<file path="src/rtl/backbone_sweep_ctrl.sv">
// Sweep initiator for the backbone-product engine. The controller issues one request per excluded
// index and gathers each 32-bit leave-one-out response into a J-slot result vector.
module backbone_sweep_ctrl #(
    parameter int J       = 14,
    parameter int A       = 2,
    parameter int TIMEOUT = 64,
    localparam int J_WIDTH = $clog2(J) + 1,
    localparam int A_WIDTH = $clog2(A) + 1
) (
    input  logic                 clk,
    input  logic                 rst,
    input  logic                 start,
    input  logic [J*A*8-1:0]     alpha_u_in,
    input  logic [J*A_WIDTH-1:0] x_initial_in,
    output logic [J*A*8-1:0]     alpha_u,
    output logic [J*A_WIDTH-1:0] x_initial,
    output logic [J_WIDTH-1:0]   ind_j,
    output logic                 din_tvalid,
    input  logic                 backbone_initial_tvalid,
    input  logic [31:0]          backbone_initial,
    output logic                 busy,
    output logic                 done,
    output logic                 err,
    output logic [J*32-1:0]      backbone_all
);

    localparam int CNT_WIDTH = $clog2(TIMEOUT) + 1;

    typedef enum logic [1:0] {
        S_IDLE  = 2'd0,
        S_ISSUE = 2'd1,
        S_WAIT  = 2'd2,
        S_DONE  = 2'd3
    } state_t;

    state_t                 r_state;
    state_t                 w_state_nxt;
    logic [J_WIDTH-1:0]     r_ind_j;
    logic [J_WIDTH-1:0]     w_ind_nxt;
    logic [CNT_WIDTH-1:0]   r_wait_cnt;
    logic [CNT_WIDTH-1:0]   w_cnt_nxt;
    logic                   r_err;
    logic                   w_err_nxt;
    logic                   w_latch;
    logic                   w_slot_we;
    logic [31:0]            w_slot_data;
    logic                   r_din_tvalid;
    logic                   r_busy;
    logic                   r_done;
    logic [J*A*8-1:0]       r_alpha_u;
    logic [J*A_WIDTH-1:0]   r_x_initial;
    logic [J*32-1:0]        r_backbone_all;

    // State register
    always_ff @(posedge clk) begin
        if (rst) begin
            r_state <= S_IDLE;
        end else begin
            r_state <= w_state_nxt;
        end
    end

    // Next-state, index advance, timeout detection and slot-write decode
    always_comb begin
        w_state_nxt = r_state;
        w_ind_nxt   = r_ind_j;
        w_cnt_nxt   = r_wait_cnt;
        w_err_nxt   = r_err;
        w_latch     = 1'b0;
        w_slot_we   = 1'b0;
        w_slot_data = 32'd0;
        case (r_state)
            S_IDLE: begin
                if (start) begin
                    w_latch     = 1'b1;
                    w_ind_nxt   = {J_WIDTH{1'b0}};
                    w_err_nxt   = 1'b0;
                    w_state_nxt = S_ISSUE;
                end else begin
                    w_state_nxt = S_IDLE;
                end
            end
            S_ISSUE: begin
                w_cnt_nxt   = {CNT_WIDTH{1'b0}};
                w_state_nxt = S_WAIT;
            end
            S_WAIT: begin
                w_cnt_nxt = r_wait_cnt + CNT_WIDTH'(1);
                // A response on the final wait cycle beats the timeout.
                if (backbone_initial_tvalid) begin
                    w_slot_we   = 1'b1;
                    w_slot_data = backbone_initial;
                end else if (r_wait_cnt == CNT_WIDTH'(TIMEOUT - 1)) begin
                    w_slot_we   = 1'b1;
                    w_slot_data = 32'd0;
                    w_err_nxt   = 1'b1;
                end else begin
                    w_slot_we   = 1'b0;
                end
                if (w_slot_we) begin
                    if (r_ind_j == J_WIDTH'(J - 1)) begin
                        w_state_nxt = S_DONE;
                    end else begin
                        w_ind_nxt   = r_ind_j + J_WIDTH'(1);
                        w_state_nxt = S_ISSUE;
                    end
                end else begin
                    w_state_nxt = S_WAIT;
                end
            end
            S_DONE: begin
                w_state_nxt = S_IDLE;
            end
            default: begin
                w_state_nxt = S_IDLE;
            end
        endcase
    end

    // Datapath registers and registered strobes derived from the next state
    always_ff @(posedge clk) begin
        if (rst) begin
            r_ind_j        <= {J_WIDTH{1'b0}};
            r_wait_cnt     <= {CNT_WIDTH{1'b0}};
            r_err          <= 1'b0;
            r_din_tvalid   <= 1'b0;
            r_busy         <= 1'b0;
            r_done         <= 1'b0;
            r_alpha_u      <= {(J*A*8){1'b0}};
            r_x_initial    <= {(J*A_WIDTH){1'b0}};
            r_backbone_all <= {(J*32){1'b0}};
        end else begin
            r_ind_j      <= w_ind_nxt;
            r_wait_cnt   <= w_cnt_nxt;
            r_err        <= w_err_nxt;
            r_din_tvalid <= (w_state_nxt == S_ISSUE);
            r_busy       <= (w_state_nxt != S_IDLE);
            r_done       <= (w_state_nxt == S_DONE);
            if (w_latch) begin
                r_alpha_u   <= alpha_u_in;
                r_x_initial <= x_initial_in;
            end
            if (w_slot_we) begin
                for (int k = 0; k < J; k++) begin
                    if (r_ind_j == J_WIDTH'(k)) begin
                        r_backbone_all[k*32 +: 32] <= w_slot_data;
                    end
                end
            end
        end
    end

    assign alpha_u      = r_alpha_u;
    assign x_initial    = r_x_initial;
    assign ind_j        = r_ind_j;
    assign din_tvalid   = r_din_tvalid;
    assign busy         = r_busy;
    assign done         = r_done;
    assign err          = r_err;
    assign backbone_all = r_backbone_all;

endmodule

</file>
<file path="config.mk">
export PLATFORM = sky130hd
export DESIGN_NAME = backbone_sweep_ctrl
export DESIGN_NICKNAME = d
export VERILOG_FILES = /design/src/rtl/backbone_sweep_ctrl.sv
export SDC_FILE = /design/constraint.sdc
export NUM_CORES = 1
export LEC_CHECK = 0
export ABC_AREA = 1
export ABC_CLOCK_PERIOD_IN_PS = 1900
export CORE_AREA = 2 2 394 396
export CTS_CLUSTER_SIZE = 12
export DETAILED_ROUTE_END_ITERATION = 10
export DIE_AREA = 0 0 396 398
export PLACE_DENSITY_LB_ADDON = 0.12
export SETUP_SLACK_MARGIN = 0.1
export SLEW_MARGIN = 20
export SYNTH_ARGS = -nofsm -noshare
export SYNTH_HDL_FRONTEND = slang
export SYNTH_SLANG_ARGS = --single-unit
</file>
<file path="constraint.sdc">
create_clock -name clk -period 1.9 [get_ports clk]
set_clock_uncertainty 0.05 [all_clocks]
set_input_delay 0.38 -clock clk [delete_from_list [all_inputs] [get_ports clk]]
set_output_delay 0.38 -clock clk [all_outputs]
set_load 0.02 [all_outputs]
</file>
---- After elaboration in Yosys (flattened, before gate mapping) ----
Index checks and enable logic that the tools add are counted.
cells by class
  add/subtract/negate cells ............... 2
  multiply operators ...................... 0
  divide/modulo/power cells ............... 0
  order comparisons ....................... 0
  eq/ne operators ......................... 24
  shift operators ......................... 0
  multiplexer cells ....................... 21
  bitwise gates (word level) .............. 0
  reductions and logical operators ........ 21
operators by type and width
  cell                                                             number
  32-bit 2-to-1 mux                                                2
  5-bit by 4-bit == test with 1-bit output, second input constant  6
  2-bit AND reduction                                              14
  5-bit by 3-bit == test with 1-bit output, second input constant  4
  5-bit 2-to-1 mux                                                 3
  7-bit one-hot mux with 2 select lines                            1
  5-bit by 2-bit == test with 1-bit output, second input constant  2
  1-bit 2-to-1 mux                                                 10
  2-bit != test, second input constant                             5
  5-bit one-hot mux with 2 select lines                            1
  2-bit one-hot mux with 4 select lines                            1
  4-bit AND reduction                                              2
  7-bit by 1-bit adder with 7-bit output, second input constant    1
  7-bit by 6-bit == test with 1-bit output, second input constant  1
  2-bit == test, second input constant                             3
  2-bit nonzero test                                               3
  5-bit by 1-bit adder with 5-bit output, second input constant    1
  5-bit by 1-bit == test with 1-bit output, second input constant  1
  5-bit logical NOT                                                1
  2-bit by 1-bit == test with 1-bit output, second input constant  2
  2-bit 2-to-1 mux                                                 2
  2-bit logical NOT                                                1
  1-bit one-hot mux with 2 select lines                            1
storage, ports and cells
  register bits after elaboration ......... 718
  latch bits .............................. 0
  bits in writable memories ............... 0
  bits in read-only memories .............. 0
  bits of input ports ..................... 288
  logic and storage cells ................. 91
  memories kept ........................... 0

---- Depth between registers and ports, before layout ----
  depth in word-level cells ............... 7
  mapped depth ............................ 11
  depth with buffers taken out ............ 11

---- Least setup slack after synthesis ----
Ideal clock, no wire load.
  kind .................................... reg-to-reg
  start ................................... register r_ind_j[0] (netlist: ind_j[0])
  end ..................................... register r_backbone_all[257] (netlist: backbone_all[257])
  setup time .............................. 0.070 ns
  arrival ................................. 1.746 ns
  path slack .............................. 0.034 ns
  cell stages (with the launch flop) ...... 9
  buffers on the path ..................... 1
  cells stage by stage .................... dfxtp_1 inv_1 ha_1 inv_1 nor3_2 nand2_1 clkbuf_1 nand2_1 a21oi_1
on the way
  word-level cells in the longest chain between the ends .. 2
RTL lines
  what                                      RTL line  text
  from (decl)                               38        logic [J_WIDTH-1:0] r_ind_j;
  from (signal assigned)                    123       r_ind_j <= {J_WIDTH{1'b0}};
  from (signal assigned)                    133       r_ind_j <= w_ind_nxt;
  5-bit by 4-bit == test with 1-bit output  145       if (r_ind_j == J_WIDTH'(k)) begin
  2-bit AND reduction (no source line)      -
  to (signal assigned)                      131       r_backbone_all <= {(J*32){1'b0}};
  to (signal, indexed assignment)           146       r_backbone_all[k*32 +: 32] <= w_slot_data;
  to (decl)                                 52        logic [J*32-1:0] r_backbone_all;
Every way passes these cells.
A chain may end at the register's enable or synchronous reset.

---- Worst setup path after layout ----
  start ................................... register r_state[0]
  end ..................................... register r_backbone_all[57] (netlist: backbone_all[57])
on the way
  word-level cells in the longest chain between the ends .. 3
  elaborated cells on any way between the ends .. 4
  classes of those cells .................. eq/ne (1); mux (2); reduce/logical (1)
RTL lines
  what                                  RTL line  text
  from (decl)                           36        state_t r_state;
  from (signal assigned)                59        r_state <= w_state_nxt;
  2-bit == test *                       72        case (r_state)
  1-bit 2-to-1 mux                      72
  2-bit AND reduction (no source line)  -
Mark *: on every way between the ends. The rest lies on a longest branch, timed or not.

==> results by group <==
Critical path
  • Worst EP required: ~2400 ps
  • Worst setup EP type: register
  • Slowest stage delay, CP: 320 ps
  • Delay-heaviest family, CP: buffers and inverters
  • Crit-path cells: inv_2 -> ha_4 -> nand2_4 -> clkinv_4 -> buf_12 -> buf_8 -> nand2_4 -> clkinvlp_4 -> buf_12 -> nand3_2 -> a21oi_2
  • Cell count of the worst reg-to-reg path: 11
  • Worst path slowest cell: dfxtp_2
  • Crit path kind: reg -> reg
  • Buf/Inv on CP: 6
  • Startpoint Class: register
  • Critical path peak fanout: 6
  • CP Data Arrival Time: around 2400 ps
  • Crit path depth: 11

Logic synthesis
  • Synth area leaders: dfxtp_1 54%, nor2_1 9.5%, a21oi_1 8.5%
  • Synth Warn #: 0
  • Unique masters post-synth: 27
  • Top cells by count, synth: 718 x dfxtp_1, 681 x nor2_1, 555 x nand2_1, 455 x a21oi_1, 428 x nand3_1
  • Yosys reg bits: 718
  • Mapped Cells: approximately 3500
  • Post-synthesis sequential area ratio: 0.536
  • Post-synth EDFFs: 0
  • Post-Synth Simple-Gate Area: 0.264
  • Synth Area per Inst: 7.71 sq um
  • Top cell type's share of synthesized area: 0.536
  • Largest family of logic cells by synthesized area: simple AND/OR/NAND/NOR gates
  • Most common cell in the netlist: dfxtp_1
  • Yosys top cell by area: dfxtp_1
  • Synthesized cell area: between 0.02 and 0.03 sq mm
  • Dominant synthesized flop cell: dfxtp_1
  • Synth Area in Adders: 0.00373
  • Xor/xnor share of the synthesized area: 0
  • Synth async-reset ratio: 0
  • Post-synthesis mux area share: 0
  • Mapped Nets: 3778
  • Complex-gate fraction of the synthesized area: 0.133

Routing
  • Via count: a little under 30000
  • Detail-routed via count per cell: ~4.3
  • Drt first pass iters: 7
  • Routed Antenna Nets: 0
  • First DRT Iteration DRCs: between 1500 and 2000
  • Residual DRC: 0
  • Total Wirelength: around 170000 microns
  • Drt wl/cell: around 25 microns

Layout
  • Util after Layout: 0.313
  • Filler cell count: 16400
  • Area delta synth->final: 78.5%
  • Layout Nets: ~5000
  • Share of layout cells above drive strength 1: 0.289

Global routing
  • Maximum number of pins on one net before global-route repair: roughly 110
  • Gr ovfl total: 0
  • First-pass GRT wire length: between 200000 and 250000 microns
  • Vias in the first global route: 27400
  • GRT Resource Usage Total: 0.187
  • Antenna violations before repair: 23

Placement
  • DP HPWL: 114000 microns
  • Port Buffers: 996
  • Setup WS pre-CTS: -603 ps
  • GPL Wtd Cong: 0.827

Die
  • Die area: around 0.16 sq mm
  • Die width: about 400 microns
  • # IOs: approximately 1000
  • Starting density of the core: 0.175
  • Floorplan row count: 144
  • CORE AREA: 0.153 sq mm
  • Die height: just under 400 microns

Outcome
  • Status: complete, no violations

STA
  • Fin crit share: 0.977
  • Worst slew pin tran: ~640 ps
  • Slew headroom: 0.572
  • Setup TNS: 0 ps
  • Final hold vios: 0
  • Post-layout min period: between 1500 and 2000 ps
  • Final setup vio count: 0
  • Max Slew Vio Count: 0
  • Unrepaired setup endpoints after global routing: yes
  • Fmax: 539 MHz
  • Post-route worst hold slack: approximately 250 ps
  • Final setup margin: between 40 and 50 ps

Clock network
  • TritonCTS Buffers: just over 90
  • Root Driver: clkbuf_16
  • CTS Sinks: just over 700
  • H-tree levels: 3
  • Worst-path clk slew: about 60 ps
  • Insertion delay to the later sink of the worst-skew pair: approximately 690 ps
  • Deepest clock path buffer count: 3
  • CTS tree: yes

Hold path
  • Min-Delay Path Class: in -> reg
  • Hold Path Cell Cnt: 3

Flow run
  • Max-Cap Viols: 0

Power
  • Total chip power: about 45 mW
  • Leakage: around 19 nW
  • Power per Cell Area: 935 mW/mm^2
  • Maximum VDD drop: around 0.70 mV
==> through the flow <==
stage                     area [sq um]  instances
after floorplan                  26800       3482
after global placement           41400       6507
after detailed placement         41400       6507
after CTS                        44000       6690
after global routing             47900       6812
final                            47900       6814
==> routing by layer <==
metal / vias to the layer above / global-route usage / wire [microns]
li1: 14000 / - / -
met1: 14200 / 0.213 / 66500
met2: 1062 / 0.331 / 83400
met3: 236 / 0.0555 / 12400
met4: 6 / 0.0633 / 5250
met5: - / 0 / 44
==> what timing repair did <==
action,in CTS,in global routing
hold buffers,1,0
endpoints found under the setup margin,1226,1238
gates resized for setup,1781,734
gates cloned,5,86
pin swaps,3,60
hold endpoints to repair,6,0
setup buffers,11,38
==> tightest hold or removal path, delay by kind of cell <==
kind	cells	cell delay (ps)
compound gates	1	150
simple gates	1	40
buf+inv	1	390
==> power breakdown <==
part           leakage [nW]  switching, mW  internal (mW)
clock                  1.53           7.64           10.7
combinational          11.7           5.86           4.20
sequential             5.85          0.486           15.9
total                  19.1           14.0           30.8
==> path summary, 6_finish.rpt <==
path,to,start,slack (ps)
min,alpha_u[115],alpha_u_in[115],250
min reg2reg,backbone_all[56],backbone_all[56],410
max reg2reg,backbone_all[57],r_state[0],40
max,backbone_all[57],r_state[0],40
==> cells in the final DEF (no fill, tap or decap), types with 4 or more instances in the layout <==
cell type,instances
nand3_2,63
inv_6,4
nand3_1,357
nand2_1,417
inv_2,31
nand2_4,65
dfxtp_2,18
nand2_2,70
ha_1,4
clkbuf_16,162
clkinv_2,10
inv_1,11
nand2_8,10
o21ai_1,14
ha_4,4
a21oi_1,354
buf_6,35
nand3_4,9
dlygate4sd2_1,189
clkdlybuf4s15_2,135
clkinv_16,5
buf_16,14
dfxtp_1,698
buf_12,129
clkdlybuf4s15_1,98
buf_8,21
clkdlybuf4s50_1,286
buf_2,162
nor3_4,13
o21ai_0,242
clkbuf_2,99
nor2_1,681
clkbuf_8,23
clkbuf_1,26
a21oi_2,101
buf_4,163
bufinv_16,5
clkinv_1,4
==> cell type report <==
type                       count  area, sq um  area share
multi-input combinational   2419        12500       0.261
antenna                        3         7.51    0.000157
timing repair inverter         2         22.5    0.000470
clock inverter                24          390     0.00815
tap                         2044         2560      0.0534
inverter                      58          293     0.00611
sequential                   718        14400       0.301
clock buffer                 142         2740      0.0572
timing repair buffer        1404        15000       0.313
==> state kept, by name, indices dropped and copies added, names as in the netlist, 2 cells and up <==
signal	cells
ind_j	5
backbone_all	448
r_state	2
alpha_u	224
r_wait_cnt	7
x_initial	28
==> cells by family (layout without fill, tap and decap cells) <==
family / Yosys count / after routing
and+or+nand+nor: 1695 / 1696
DFF: 718 / 718
AOI/OAI and AO/OA: 715 / 715
buffers and inverters: 346 / 1630
adders and majority gates: 8 / 8
other: 0 / 3
(Power assumes the default switching activity.)
==> RTL change, RTL diff (config.mk and constraints unchanged) <==
Reset style: asynchronous (`rst`), changed in 2 clocked blocks.
--- a/src/rtl/backbone_sweep_ctrl.sv
+++ b/src/rtl/backbone_sweep_ctrl.sv
@@ -54,3 +54,3 @@
     // State register
-    always_ff @(posedge clk) begin
+    always_ff @(posedge clk or posedge rst) begin
         if (rst) begin
@@ -120,3 +120,3 @@
     // Datapath registers and registered strobes derived from the next state
-    always_ff @(posedge clk) begin
+    always_ff @(posedge clk or posedge rst) begin
         if (rst) begin
Check against the original RTL: differs if rst is asserted again (counterexample within 4 cycles, from zero or initial values and one cycle with rst high); with rst held inactive, the same outputs for 4 cycles.
==> RTL change against the unedited design <==
  * Design area down 2.4%
  * First-iteration DRC count fell by 46%
  * Critical path type unchanged
  * Synthesized area grew 0.82%
  * Wire length is 10% lower
  * Sequential cell count unchanged
  * Setup slack gained 0.00080 ns
  * Critical endpoint is now backbone_all[232]
  * Non-clock buffer count shrank 98
Power is not compared: it rests on default switching activity, and its combinational part moved more than twofold at a synthesized area within 25%.
==> RTL change: results <==
group,metric,value,unit
worst_setup_path,reg2reg_depth,10,
yosys,yosysSeqAreaShare,0.664,
drt,dr_total_vias,22000,
clocking,clkLatencyLatePin,0.71,ns
drt,drt_wl_total,150000,um
worst_setup_path,reg2reg_to,"backbone_all[232]",
drt,drt_iter0_drc,988,
layout,clock_buffers,139,
yosys,syn_area_per_cell,12.3,um2
layout,layout.nonclk_buf_frac,0.283,
yosys,ys_async_sr_fraction,1.00,
layout,buffers,1306,
grt,grt_pass1_vias,21400,
layout,diodes,2,
clocking,ctsResizeCount,1995,
placement,post-place-ws,-0.237,ns
sta,whs,0.228,ns
placement,hpwlAfterDp,94700,um
grt,use_met1,0.183,
placement,dp_cells,5267,
worst_hold_path,hp-start,"alpha_u_in[72]",
grt,use_met2,0.273,
outcome,status,"complete, no violations",
layout,multi_input_area_share,0.205,
grt,grt_max_degree,49,
grt,grtUsageMet3,0.0509,
yosys,ys_types,29,
worst_setup_path,cp.arrival,2.38,ns
drt,met1_length,59700,um
grt,antenna_found_initial,12,
clocking,cts_buffers,95,
layout,multi_input_gates,1312,
layout,drive_gt1_frac,0.509,
drt,drt-pass1-iter-count,5,
clocking,cts_setup_buffers,9,
worst_hold_path,hold_end,"alpha_u[72]",
yosys,synth_commonest_cells,"dfrtp_1, nand2_1, mux2_2",
## RTL change: cells by family after synthesis
family,count (synthesis),synth area share
buffers and inverters,173,0.0440
adder cells (fa/ha/maj),8,0.00370
flip-flops,718,0.664
XOR/XNOR,1,0.000324
multiplexers,252,0.105
AO/OA/AOI/OAI,461,0.0961
AND/OR/NAND/NOR,585,0.0870
## RTL change: stage by stage
step | area (um2) | power [mW] | util
CTS | 43900 | 61.1 | 0.287
detailed placement | 41000 | 43.3 | 0.267
global placement | 41000 | 43.4 | 0.267
floorplan | 27100 | 31.1 | -
finish | 46800 | 61.8 | 0.305
global route | 46800 | 64.9 | 0.305
## RTL change: power by group through the flow
stage	Sequential (mW)	Clock (mW)	Combinational, mW
2_1_floorplan	25.1	0	5.96
3_3_place_gp	21.0	0	22.4
3_5_place_dp	21.0	0	22.3
4_1_cts	20.8	19.6	20.7
5_1_grt	21.3	20.3	23.3
6_report	20.8	18.9	22.0
